[src/rtl/lcd_pkg.sv]
// Shared types and constants for the HD44780 bus-timing sequencer.
package lcd_pkg;

    typedef enum logic [2:0] {
        StInitWait,
        StInitIssue,
        StIdle,
        StSetup,
        StPulse,
        StHold,
        StExec
    } lcd_state_e;

    localparam logic [7:0] CMD_CLEAR        = 8'h01;
    localparam logic [7:0] CMD_HOME         = 8'h02;
    localparam logic [7:0] CMD_FUNC_8BIT_2L = 8'h38;
    localparam logic [7:0] CMD_DISP_ON      = 8'h0C;
    localparam logic [7:0] CMD_ENTRY_INC    = 8'h06;

    localparam int unsigned INIT_LEN = 6;
    // Index 0 is issued first.
    localparam logic [INIT_LEN-1:0][7:0] INIT_ROM = {
        CMD_ENTRY_INC, CMD_CLEAR, CMD_DISP_ON,
        CMD_FUNC_8BIT_2L, CMD_FUNC_8BIT_2L, CMD_FUNC_8BIT_2L
    };

    function automatic int unsigned max_u(input int unsigned a, input int unsigned b);
        return (a > b) ? a : b;
    endfunction

    // Clear (0x01) and home (0x02/0x03) need the long execution wait.
    function automatic logic is_long_exec(input logic rs, input logic [7:0] data);
        return !rs && ((data == CMD_CLEAR) || (data[7:1] == CMD_HOME[7:1]));
    endfunction

endpackage

[src/rtl/lcd_cmd_fifo.sv]
// Synchronous FIFO of {rs, data} entries queued for the LCD bus sequencer.
module lcd_cmd_fifo #(
    parameter int unsigned DEPTH = 4,
    parameter int unsigned WIDTH = 9
) (
    input  logic             clk,
    input  logic             reset_n,
    input  logic             push_i,
    input  logic [WIDTH-1:0] push_data_i,
    input  logic             pop_i,
    output logic [WIDTH-1:0] pop_data_o,
    output logic             full_o,
    output logic             empty_o
);

    localparam int unsigned PTR_W = $clog2(DEPTH);
    localparam logic [PTR_W:0] PTR_ONE = 1;

    logic [PTR_W:0]              wr_ptr_q, wr_ptr_d;
    logic [PTR_W:0]              rd_ptr_q, rd_ptr_d;
    logic [DEPTH-1:0][WIDTH-1:0] mem_q, mem_d;
    logic                        do_push, do_pop;

    assign empty_o = (wr_ptr_q == rd_ptr_q);
    assign full_o  = (wr_ptr_q[PTR_W] != rd_ptr_q[PTR_W]) &&
                     (wr_ptr_q[PTR_W-1:0] == rd_ptr_q[PTR_W-1:0]);

    // A full FIFO still takes a push when the head leaves on the same edge.
    assign do_pop     = pop_i && !empty_o;
    assign do_push    = push_i && (!full_o || do_pop);
    assign pop_data_o = mem_q[rd_ptr_q[PTR_W-1:0]];

    always_comb begin
        mem_d    = mem_q;
        wr_ptr_d = wr_ptr_q;
        rd_ptr_d = rd_ptr_q;
        if (do_push) begin
            mem_d[wr_ptr_q[PTR_W-1:0]] = push_data_i;
            wr_ptr_d                   = wr_ptr_q + PTR_ONE;
        end
        if (do_pop) begin
            rd_ptr_d = rd_ptr_q + PTR_ONE;
        end
    end

    always_ff @(posedge clk or negedge reset_n) begin
        if (!reset_n) begin
            mem_q    <= '0;
            wr_ptr_q <= '0;
            rd_ptr_q <= '0;
        end else begin
            mem_q    <= mem_d;
            wr_ptr_q <= wr_ptr_d;
            rd_ptr_q <= rd_ptr_d;
        end
    end

endmodule

[src/rtl/lcd_hd44780_sequencer.sv]
// HD44780 8-bit write-only bus-timing engine fed by a small command FIFO.
// Define LCD_INIT_SEQ_EN to add the power-up wait and the built-in init sequence.
module lcd_hd44780_sequencer
    import lcd_pkg::*;
#(
    parameter int unsigned CLK_HZ         = 50_000_000,
    parameter int unsigned SETUP_CYC      = 3,
    parameter int unsigned PULSE_CYC      = 25,
    parameter int unsigned HOLD_CYC       = 3,
    parameter int unsigned EXEC_SHORT_CYC = 2000,
    parameter int unsigned EXEC_LONG_CYC  = 80000,
    parameter int unsigned POWERUP_CYC    = 2_000_000,
    parameter int unsigned FIFO_DEPTH     = 4
) (
    input  logic       clk,
    input  logic       reset_n,
    input  logic       in_valid,
    output logic       in_ready,
    input  logic       in_rs,
    input  logic [7:0] in_data,
    output logic       busy,
    output logic [7:0] lcd_data,
    output logic       lcd_rs,
    output logic       lcd_rw,
    output logic       lcd_en
);

    localparam int unsigned MAX_CYC = max_u(max_u(max_u(SETUP_CYC, PULSE_CYC),
        max_u(HOLD_CYC, EXEC_SHORT_CYC)), max_u(max_u(EXEC_LONG_CYC, POWERUP_CYC), 2));
    localparam int unsigned CNT_W = $clog2(MAX_CYC);

    localparam logic [CNT_W-1:0] CNT_ONE    = 1;
    localparam logic [CNT_W-1:0] SETUP_LOAD = CNT_W'(SETUP_CYC - 1);
    localparam logic [CNT_W-1:0] PULSE_LOAD = CNT_W'(PULSE_CYC - 1);
    localparam logic [CNT_W-1:0] HOLD_LOAD  = CNT_W'(HOLD_CYC - 1);
    localparam logic [CNT_W-1:0] SHORT_LOAD = CNT_W'(EXEC_SHORT_CYC - 1);
    localparam logic [CNT_W-1:0] LONG_LOAD  = CNT_W'(EXEC_LONG_CYC - 1);

    if (CLK_HZ == 0 || SETUP_CYC == 0 || PULSE_CYC == 0 || HOLD_CYC == 0 ||
        EXEC_SHORT_CYC == 0 || EXEC_LONG_CYC == 0 || POWERUP_CYC == 0) begin : g_bad_cyc
        $error("lcd_hd44780_sequencer: clock and cycle parameters must be non-zero");
    end
    if (FIFO_DEPTH < 2 || (FIFO_DEPTH & (FIFO_DEPTH - 1)) != 0) begin : g_bad_depth
        $error("lcd_hd44780_sequencer: FIFO_DEPTH must be a power of 2 and >= 2");
    end

    lcd_state_e       state_q, state_d;
    logic [CNT_W-1:0] cnt_q, cnt_d;
    logic [7:0]       lcd_data_q, lcd_data_d;
    logic             lcd_rs_q, lcd_rs_d;
    logic             out_of_reset_q;
    logic             fifo_pop, fifo_push, fifo_full, fifo_empty;
    logic [8:0]       fifo_rdata;

`ifdef LCD_INIT_SEQ_EN
    localparam int unsigned      IDX_W        = $clog2(INIT_LEN + 1);
    localparam logic [IDX_W-1:0] IDX_ONE      = 1;
    localparam logic [IDX_W-1:0] IDX_LAST     = IDX_W'(INIT_LEN);
    localparam logic [CNT_W-1:0] POWERUP_LOAD = CNT_W'(POWERUP_CYC - 1);
    logic [IDX_W-1:0] init_idx_q, init_idx_d;
`endif

    assign fifo_push = in_valid && in_ready;

    lcd_cmd_fifo #(
        .DEPTH (FIFO_DEPTH),
        .WIDTH (9)
    ) u_fifo (
        .clk         (clk),
        .reset_n     (reset_n),
        .push_i      (fifo_push),
        .push_data_i ({in_rs, in_data}),
        .pop_i       (fifo_pop),
        .pop_data_o  (fifo_rdata),
        .full_o      (fifo_full),
        .empty_o     (fifo_empty)
    );

    always_comb begin
        state_d    = state_q;
        cnt_d      = cnt_q;
        lcd_data_d = lcd_data_q;
        lcd_rs_d   = lcd_rs_q;
        fifo_pop   = 1'b0;
`ifdef LCD_INIT_SEQ_EN
        init_idx_d = init_idx_q;
`endif
        unique case (state_q)
`ifdef LCD_INIT_SEQ_EN
            StInitWait: begin
                if (cnt_q == '0) state_d = StInitIssue;
                else             cnt_d   = cnt_q - CNT_ONE;
            end
            StInitIssue: begin
                state_d    = StSetup;
                cnt_d      = SETUP_LOAD;
                lcd_data_d = INIT_ROM[init_idx_q];
                lcd_rs_d   = 1'b0;
                init_idx_d = init_idx_q + IDX_ONE;
            end
`endif
            StIdle: begin
                if (!fifo_empty) begin
                    fifo_pop               = 1'b1;
                    {lcd_rs_d, lcd_data_d} = fifo_rdata;
                    state_d                = StSetup;
                    cnt_d                  = SETUP_LOAD;
                end
            end
            StSetup: begin
                if (cnt_q == '0) begin
                    state_d = StPulse;
                    cnt_d   = PULSE_LOAD;
                end else begin
                    cnt_d = cnt_q - CNT_ONE;
                end
            end
            StPulse: begin
                if (cnt_q == '0) begin
                    state_d = StHold;
                    cnt_d   = HOLD_LOAD;
                end else begin
                    cnt_d = cnt_q - CNT_ONE;
                end
            end
            StHold: begin
                if (cnt_q == '0) begin
                    state_d = StExec;
                    cnt_d   = is_long_exec(lcd_rs_q, lcd_data_q) ? LONG_LOAD : SHORT_LOAD;
                end else begin
                    cnt_d = cnt_q - CNT_ONE;
                end
            end
            StExec: begin
                if (cnt_q == '0) begin
`ifdef LCD_INIT_SEQ_EN
                    state_d = (init_idx_q == IDX_LAST) ? StIdle : StInitIssue;
`else
                    state_d = StIdle;
`endif
                end else begin
                    cnt_d = cnt_q - CNT_ONE;
                end
            end
            default: state_d = StIdle;
        endcase
    end

    always_ff @(posedge clk or negedge reset_n) begin
        if (!reset_n) begin
`ifdef LCD_INIT_SEQ_EN
            state_q    <= StInitWait;
            cnt_q      <= POWERUP_LOAD;
            init_idx_q <= '0;
`else
            state_q    <= StIdle;
            cnt_q      <= '0;
`endif
            lcd_data_q     <= '0;
            lcd_rs_q       <= 1'b0;
            out_of_reset_q <= 1'b0;
        end else begin
`ifdef LCD_INIT_SEQ_EN
            init_idx_q <= init_idx_d;
`endif
            state_q        <= state_d;
            cnt_q          <= cnt_d;
            lcd_data_q     <= lcd_data_d;
            lcd_rs_q       <= lcd_rs_d;
            out_of_reset_q <= 1'b1;
        end
    end

    assign in_ready = out_of_reset_q && !fifo_full;
    assign busy     = (state_q != StIdle) || !fifo_empty;
    assign lcd_data = lcd_data_q;
    assign lcd_rs   = lcd_rs_q;
    assign lcd_rw   = 1'b0;
    assign lcd_en   = (state_q == StPulse);

endmodule
[config.mk]
export PLATFORM = sky130hd
export DESIGN_NAME = lcd_hd44780_sequencer
export DESIGN_NICKNAME = d
export VERILOG_FILES = /design/src/rtl/lcd_pkg.sv /design/src/rtl/lcd_cmd_fifo.sv /design/src/rtl/lcd_hd44780_sequencer.sv
export SDC_FILE = /design/constraint.sdc
export NUM_CORES = 1
export LEC_CHECK = 0
export BUFFER_PORTS_ARGS = -buffer_cell sky130_fd_sc_hd__buf_2
export CAP_MARGIN = 20
export CELL_PAD_IN_SITES_DETAIL_PLACEMENT = 1
export CELL_PAD_IN_SITES_GLOBAL_PLACEMENT = 2
export CORE_ASPECT_RATIO = 0.7
export CORE_MARGIN = 2
export CORE_UTILIZATION = 38
export DETAILED_ROUTE_END_ITERATION = 12
export GPL_TIMING_DRIVEN = 0
export HOLD_SLACK_MARGIN = 0.15
export PLACE_DENSITY_LB_ADDON = 0.1
export SETUP_SLACK_MARGIN = 0.4
export SKIP_LAST_GASP = 1
export SYNTH_ARGS = -nofsm -noshare
export SYNTH_HDL_FRONTEND = slang
export SYNTH_HIERARCHICAL = 1
export SYNTH_SLANG_ARGS = --single-unit
[constraint.sdc]
create_clock -name clk -period 3.3 [get_ports clk]
set_clock_uncertainty 0.2 [all_clocks]
set_input_delay 0.33 -clock clk [delete_from_list [all_inputs] [get_ports clk]]
set_output_delay 0.33 -clock clk [all_outputs]
set_load 0.005 [all_outputs]
* After elaboration in Yosys (flattened, before gate mapping)
Cells that the tools add are included.
Word-level totals: bits in registers 76, bits of input ports 12, word-level logic and storage cells 73
Operators by class: $add $sub $neg 3, $lt $le $gt $ge 3, eq/ne operators 17, muxes and demuxes 20, bitwise operators 1, reductions and logical operators 18
Operator list (count):
- 21-bit 2-to-1 mux | 5
- 21-bit case mux with 5 select lines | 1
- 36-bit bitwise mux | 1
- 21-bit zero test | 1
- 21-bit by 1-bit subtractor with 21-bit output (second input constant) | 1
- 9-bit binary-select mux with 2-bit select | 1
- 9-bit demux with 2-bit select | 1
- 9-bit 2-to-1 mux | 2
- 17-bit 2-to-1 mux | 1
- 3-bit 2-to-1 mux | 5
- 3-bit case mux with 5 select lines | 1
- 2-bit inequality test (second input constant) | 5
- 3-bit equality test (second input constant) | 3
- 8-bit by 1-bit equality test with 1-bit output (second input constant) | 1
- 7-bit by 1-bit equality test with 1-bit output (second input constant) | 1
- 1-bit logical AND | 7
- 3-bit by 1-bit adder with 3-bit output (second input constant) | 2
- 3-bit by 2-bit equality test with 1-bit output (second input constant) | 2
- 2-bit by 3-bit less-than comparator with 1-bit output (second input constant) | 2
- 5-bit AND reduction | 1
- 5-bit nonzero test | 1
- 3-bit equality test | 1
- 1-bit zero test | 3
- 1-bit logical OR | 3
- 9 further kinds | 10

* Depth between registers and ports, before layout
word-level depth 6, mapped depth 10, mapped depth without buffers 8

* Modules after synthesis
The synthesis kept the hierarchy.
Modules (own cells, without submodules):
- lcd_hd44780_sequencer | instances 1, cells an instance 239, area each 2257.2 um^2
- lcd_cmd_fifo | instances 1, cells an instance 132, area each 2069.5 um^2

* Worst setup path after synthesis
Ideal clock, no wire load.
path type reg2reg, from register u_fifo.wr_ptr_q[1], to register u_fifo/mem_q[18] (netlist bit), arrival time 3149 ps, data required time 2975 ps, path slack -174 ps, cell stages (with the launch flop) 9, clock period less this slack 3474 ps, cells stage by stage dfrtp_1 xor2_1 clkbuf_1 or2_2 nor2_1 nor3_2 clkbuf_1 o41ai_4 mux2_2
Between the ends: word-level cells in the longest chain between the ends 6, elaborated cells on any way between the ends 18
RTL lines:
- from (decl) | RTL line lcd_cmd_fifo.sv:19 | logic [PTR_W:0] wr_ptr_q, wr_ptr_d;
- from (signal assigned) | RTL line lcd_cmd_fifo.sv:53 | wr_ptr_q <= wr_ptr_d;
- 3-bit equality test | RTL line lcd_cmd_fifo.sv:24 | assign empty_o = (wr_ptr_q == rd_ptr_q);
- named net fifo_empty | RTL line lcd_hd44780_sequencer.sv:52 | logic fifo_pop, fifo_push, fifo_full, fifo_empty;
- 1-bit 2-to-1 mux | RTL line lcd_hd44780_sequencer.sv:103 | if (!fifo_empty) begin
- 1-bit 2-to-1 mux | RTL line lcd_hd44780_sequencer.sv:88 | unique case (state_q)
- named net fifo_pop | RTL line lcd_hd44780_sequencer.sv:52
- 1-bit logical AND | RTL line lcd_cmd_fifo.sv:29 | assign do_pop = pop_i && !empty_o;
- 1-bit logical OR | RTL line lcd_cmd_fifo.sv:30 | assign do_push = push_i && (!full_o || do_pop);
- 1-bit logical AND | RTL line lcd_cmd_fifo.sv:30
- to (signal assigned) | RTL line lcd_cmd_fifo.sv:52 | mem_q <= mem_d;
- to (decl) | RTL line lcd_cmd_fifo.sv:21 | logic [DEPTH-1:0][WIDTH-1:0] mem_q, mem_d;
The timed path passes the listed nets, and every way through them passes these cells. A chain may end at the register's enable or synchronous reset.

* Worst setup path in the final report
from register u_fifo.rd_ptr_q[1], to register u_fifo/mem_q[22] (netlist bit)
Between the ends: word-level cells in the longest chain between the ends 6, elaborated cells on any way between the ends 12
RTL lines:
- from (decl) | RTL line lcd_cmd_fifo.sv:20 | logic [PTR_W:0] rd_ptr_q, rd_ptr_d;
- from (signal assigned) | RTL line lcd_cmd_fifo.sv:54 | rd_ptr_q <= rd_ptr_d;
- 3-bit equality test | RTL line lcd_cmd_fifo.sv:24
- named net fifo_empty | RTL line lcd_hd44780_sequencer.sv:52
- 1-bit 2-to-1 mux | RTL line lcd_hd44780_sequencer.sv:103
- 1-bit 2-to-1 mux | RTL line lcd_hd44780_sequencer.sv:88
- named net fifo_pop | RTL line lcd_hd44780_sequencer.sv:52
- 1-bit logical AND | RTL line lcd_cmd_fifo.sv:29
- 1-bit logical OR | RTL line lcd_cmd_fifo.sv:30
- 1-bit logical AND | RTL line lcd_cmd_fifo.sv:30
The timed path passes the listed nets, and every way through them passes these cells.

==> load_flow_metrics.sql <==
INSERT INTO impl_metrics (metric_group, metric, value, unit) VALUES
('global_routing', 'pin_count_of_the_biggest_net_entering_global_routing', '59', ''),
('synth', 'synthesis.area_per_instance', '11.7', 'um^2'),
('worst_setup_path', 'crit_path_top_delay_cell', 'sky130_fd_sc_hd__dfrtp_2', ''),
('floorplan', 'core.rowCount', '32', ''),
('synth', 'synth.lib_cells_used.distinct', '75', ''),
('route', 'routedWlPerCell', '20.5', 'um'),
('global_routing', 'globalRouteTotalUtil', '0.217', ''),
('synth', 'synthArstFlopShare', '1.00', ''),
('clocking', 'clock_sinks', '76', ''),
('synth', 'xor_xnor_portion_of_the_synthesized_cell_area', '0.0200', ''),
('place', 'port-buffer-count', '23', ''),
('clocking', 'cts_buffer_depth', '2', ''),
('final_layout', 'num_antenna_cells', '0', ''),
('worst_setup_path', 'crit_path_start_kind', 'flop', ''),
('global_routing', 'grt_pass1_wl', '20000', 'um'),
('sta', 'tightest_slew', '0.907', 'ns'),
('sta', 'final.setup.worst_slack', '0.498', 'ns'),
('worst_setup_path', 'register_to_register_setup_slack', '0.50', 'ns'),
('sta', 'final_hold_viol_count', '0', ''),
('pwr', 'power.density', '1040', 'mW/mm^2'),
('synth', 'postSynthRegisterBits', '76', ''),
('place', 'finalWeightedCongestion', '0.822', ''),
('sta', 'timing.hold.ws', '0.216', 'ns'),
('run', 'timing.max_cap.violations', '0', ''),
('worst_setup_path', 'startpoint', 'u_fifo/rd_ptr_q[1]$_DFFE_PN0P_', ''),
('final_layout', 'area_growth_syn_to_layout', '25.0', '%'),
('synth', 'synth_edf_count', '0', ''),
('synth', 'synth-seq-area-share', '0.440', ''),
('pwr', 'leakage', '2.24', 'nW'),
('final_layout', 'drive_above_1_share', '0.358', ''),
('route', 'drt-total-wl', '12200', 'um'),
('final_layout', 'count_of_non_filler_cells_in_the_finished_layout', '594', ''),
('sta', 'fmax', '357', 'MHz'),
('clocking', 'htree_levels', '3', ''),
('worst_setup_path', 'critical_path_arrival', '2.83', 'ns'),
('worst_setup_path', 'worst_ep_required_time', '3.33', 'ns'),
('synth', 'synth_area', '0.00433', 'mm^2'),
('route', 'post-route-drc-count', '0', ''),
('synth', 'complex_gate_fraction_of_the_synthesized_area', '0.163', ''),
('floorplan', 'die_w', '132', 'um'),
('floorplan', 'start_util', '0.392', ''),
('min_path', 'min_delay_worst_type', 'in -> async', ''),
('pwr', 'clockPowerShare', '0.199', ''),
('sta', 'rsz0062_at_grt', 'true', ''),
('sta', 'slew_limit_headroom', '0.395', ''),
('synth', 'synth_top_flop_cell', 'sky130_fd_sc_hd__dfrtp_1', ''),
('run_status', 'run_status', 'completed', ''),
('floorplan', 'core_area', '0.0111', 'mm^2'),
('synth', 'synth_adder_area_share', '0.0202', ''),
('worst_setup_path', 'path_max_fanout', '5', ''),
('worst_setup_path', 'timing.critical_path.to_type', 'flop', ''),
('sta', 'setup-violations-final', '0', ''),
('pwr', 'cellInternalPower', '3.37', 'mW'),
('floorplan', 'top_level_ports', '25', ''),
('route', 'vias_per_cell', '5.57', ''),
('pwr', 'power_switching', '2.27', 'mW'),
('worst_setup_path', 'worst-path-buf-inv', '4', ''),
('place', 'hpwl', '8440', 'um'),
('synth', 'synth-warning-count', '6', ''),
('synth', 'combinational_family_with_the_most_area_after_synthesis', 'multiplexers', ''),
('clocking', 'cts.clk_slew.worst_paths', '0.07', 'ns'),
('worst_setup_path', 'path_depth', '10', ''),
('global_routing', 'globalRoute.totalOverflow', '0', ''),
('worst_setup_path', 'crit_path_frequent_cell', 'sky130_fd_sc_hd__clkbuf_8', ''),
('route', 'via_count', '3307', ''),
('global_routing', 'number_of_antenna_violations_at_the_first_check_in_global_routing', '0', ''),
('final_layout', 'nets', '455', ''),
('floorplan', 'floorplan.die.height', '93.3', 'um'),
('pwr', 'power.share.sequential', '0.313', ''),
('worst_setup_path', 'crit-reg2reg-launch', 'u_fifo/rd_ptr_q[1]$_DFFE_PN0P_', ''),
('sta', 'drv_slew', '0', '');
power groups by stage:
stage	Combinational (mW)	Sequential, mW	Clock, mW
final	2.75	1.77	1.12
after global routing	3.01	1.83	1.18
after CTS	2.64	1.75	1.15
after detailed placement	2.39	1.76	0
after global placement	2.34	1.74	0
after floorplan	1.83	1.65	0
metrics by stage:
| stage | cell area (um^2) | TNS (ns) | power [mW] | util |
|---|---|---|---|---|
| 6_report | 5410 | 0 | 5.64 | 0.489 |
| 5_1_grt | 5410 | 0 | 6.02 | 0.489 |
| 4_1_cts | 5360 | 0 | 5.54 | 0.485 |
| 3_5_place_dp | 4700 | -0.340 | 4.16 | 0.425 |
| 3_3_place_gp | 4670 | -0.313 | 4.07 | 0.423 |
| 2_1_floorplan | 4360 | 0 | 3.47 | - |
synthesized netlist by cell type, types with 4 or more instances:
cell type	count	area, um^2
sky130_fd_sc_hd__mux2_2	48	541
sky130_fd_sc_hd__buf_2	4	20.0
sky130_fd_sc_hd__o31ai_1	4	30.0
sky130_fd_sc_hd__ha_1	7	87.6
sky130_fd_sc_hd__nor3_1	8	40.0
sky130_fd_sc_hd__nand2_1	22	82.6
sky130_fd_sc_hd__o31a_1	4	35.0
sky130_fd_sc_hd__nand3_1	13	65.1
sky130_fd_sc_hd__nor2_1	14	52.6
sky130_fd_sc_hd__nand2b_1	4	25.0
sky130_fd_sc_hd__o41ai_4	4	110
sky130_fd_sc_hd__mux4_2	9	203
sky130_fd_sc_hd__a21oi_1	13	65.1
sky130_fd_sc_hd__o211ai_1	5	37.5
sky130_fd_sc_hd__or3_1	4	25.0
sky130_fd_sc_hd__o21ai_0	16	80.1
sky130_fd_sc_hd__dfrtp_1	75	1880
sky130_fd_sc_hd__nor2b_1	5	31.3
sky130_fd_sc_hd__o22ai_1	4	25.0
sky130_fd_sc_hd__inv_1	12	45.0
sky130_fd_sc_hd__xnor2_1	5	43.8
sky130_fd_sc_hd__and2_1	7	43.8
sky130_fd_sc_hd__clkbuf_1	6	22.5
routing by layer:
| layer | up-vias | part of all wire | track usage |
|---|---|---|---|
| met2 | 59 | 0.42 | 0.318 |
| li1 | 1543 | - | - |
| met1 | 1694 | 0.52 | 0.320 |
| met3 | 11 | 0.051 | 0.0477 |
| met5 | - | 0 | 0 |
| met4 | 0 | 0.011 | 0.0616 |
cell usage in the layout (no fill, tap or decap), drive strengths merged, types with 13 or more instances in the layout:
cell type and count:
dfrtp 75, buf 49, mux2 48, nand2 23, o21ai 19, inv 16
clkbuf 16, nor2 15, nand3 13, a21oi 13
cell type report:
class / instances / area, um^2
Timing Repair Buffer: 54 / 470
Clock buffer: 9 / 225
Inverter: 12 / 45.0
Tap cell: 153 / 191
Fill cell: 1204 / 5640
Multi-Input combinational cell: 270 / 2380
Clock inverter: 7 / 105
Sequential cell: 76 / 1910
Buffer: 13 / 87.6
registers in the layout, indices dropped and copies added, names as in the netlist:
register         cells
cnt_q               21
lcd_data             8
lcd_rs               1
out_of_reset_q       1
state_q              3
u_fifo/mem_q        36
u_fifo/rd_ptr_q      3
u_fifo/wr_ptr_q      3
timing repair:
action | 4_1_cts | 5_1_grt
gates cloned | 1 | 0
hold endpoints to repair | 111 | 0
hold buffers | 10 | 0
buffers inserted | 14 | 5
resized for setup | 7 | 2
pin swaps | 7 | 2
endpoints found under the setup margin | 48 | 43
worst max-delay path by stage:
stage	slack, ns	end
after floorplan	0.43	u_fifo/mem_q[18]$_DFFE_PN0P_
after global placement	-0.04	u_fifo/mem_q[18]$_DFFE_PN0P_
after detailed placement	-0.04	u_fifo/mem_q[26]$_DFFE_PN0P_
after CTS	0.40	u_fifo/mem_q[19]$_DFFE_PN0P_
after global routing	0.34	cnt_q[17]$_DFFE_PN0P_
final	0.50	u_fifo/mem_q[22]$_DFFE_PN0P_
cell families after synthesis:
logic type | after synthesis
compound gates | 85
simple gates | 109
xor+xnor | 9
other cells | 2
flops | 76
fa+ha+maj | 7
buf+inv | 25
mux | 58
Note: power is estimated with default switching activity, not from simulation.
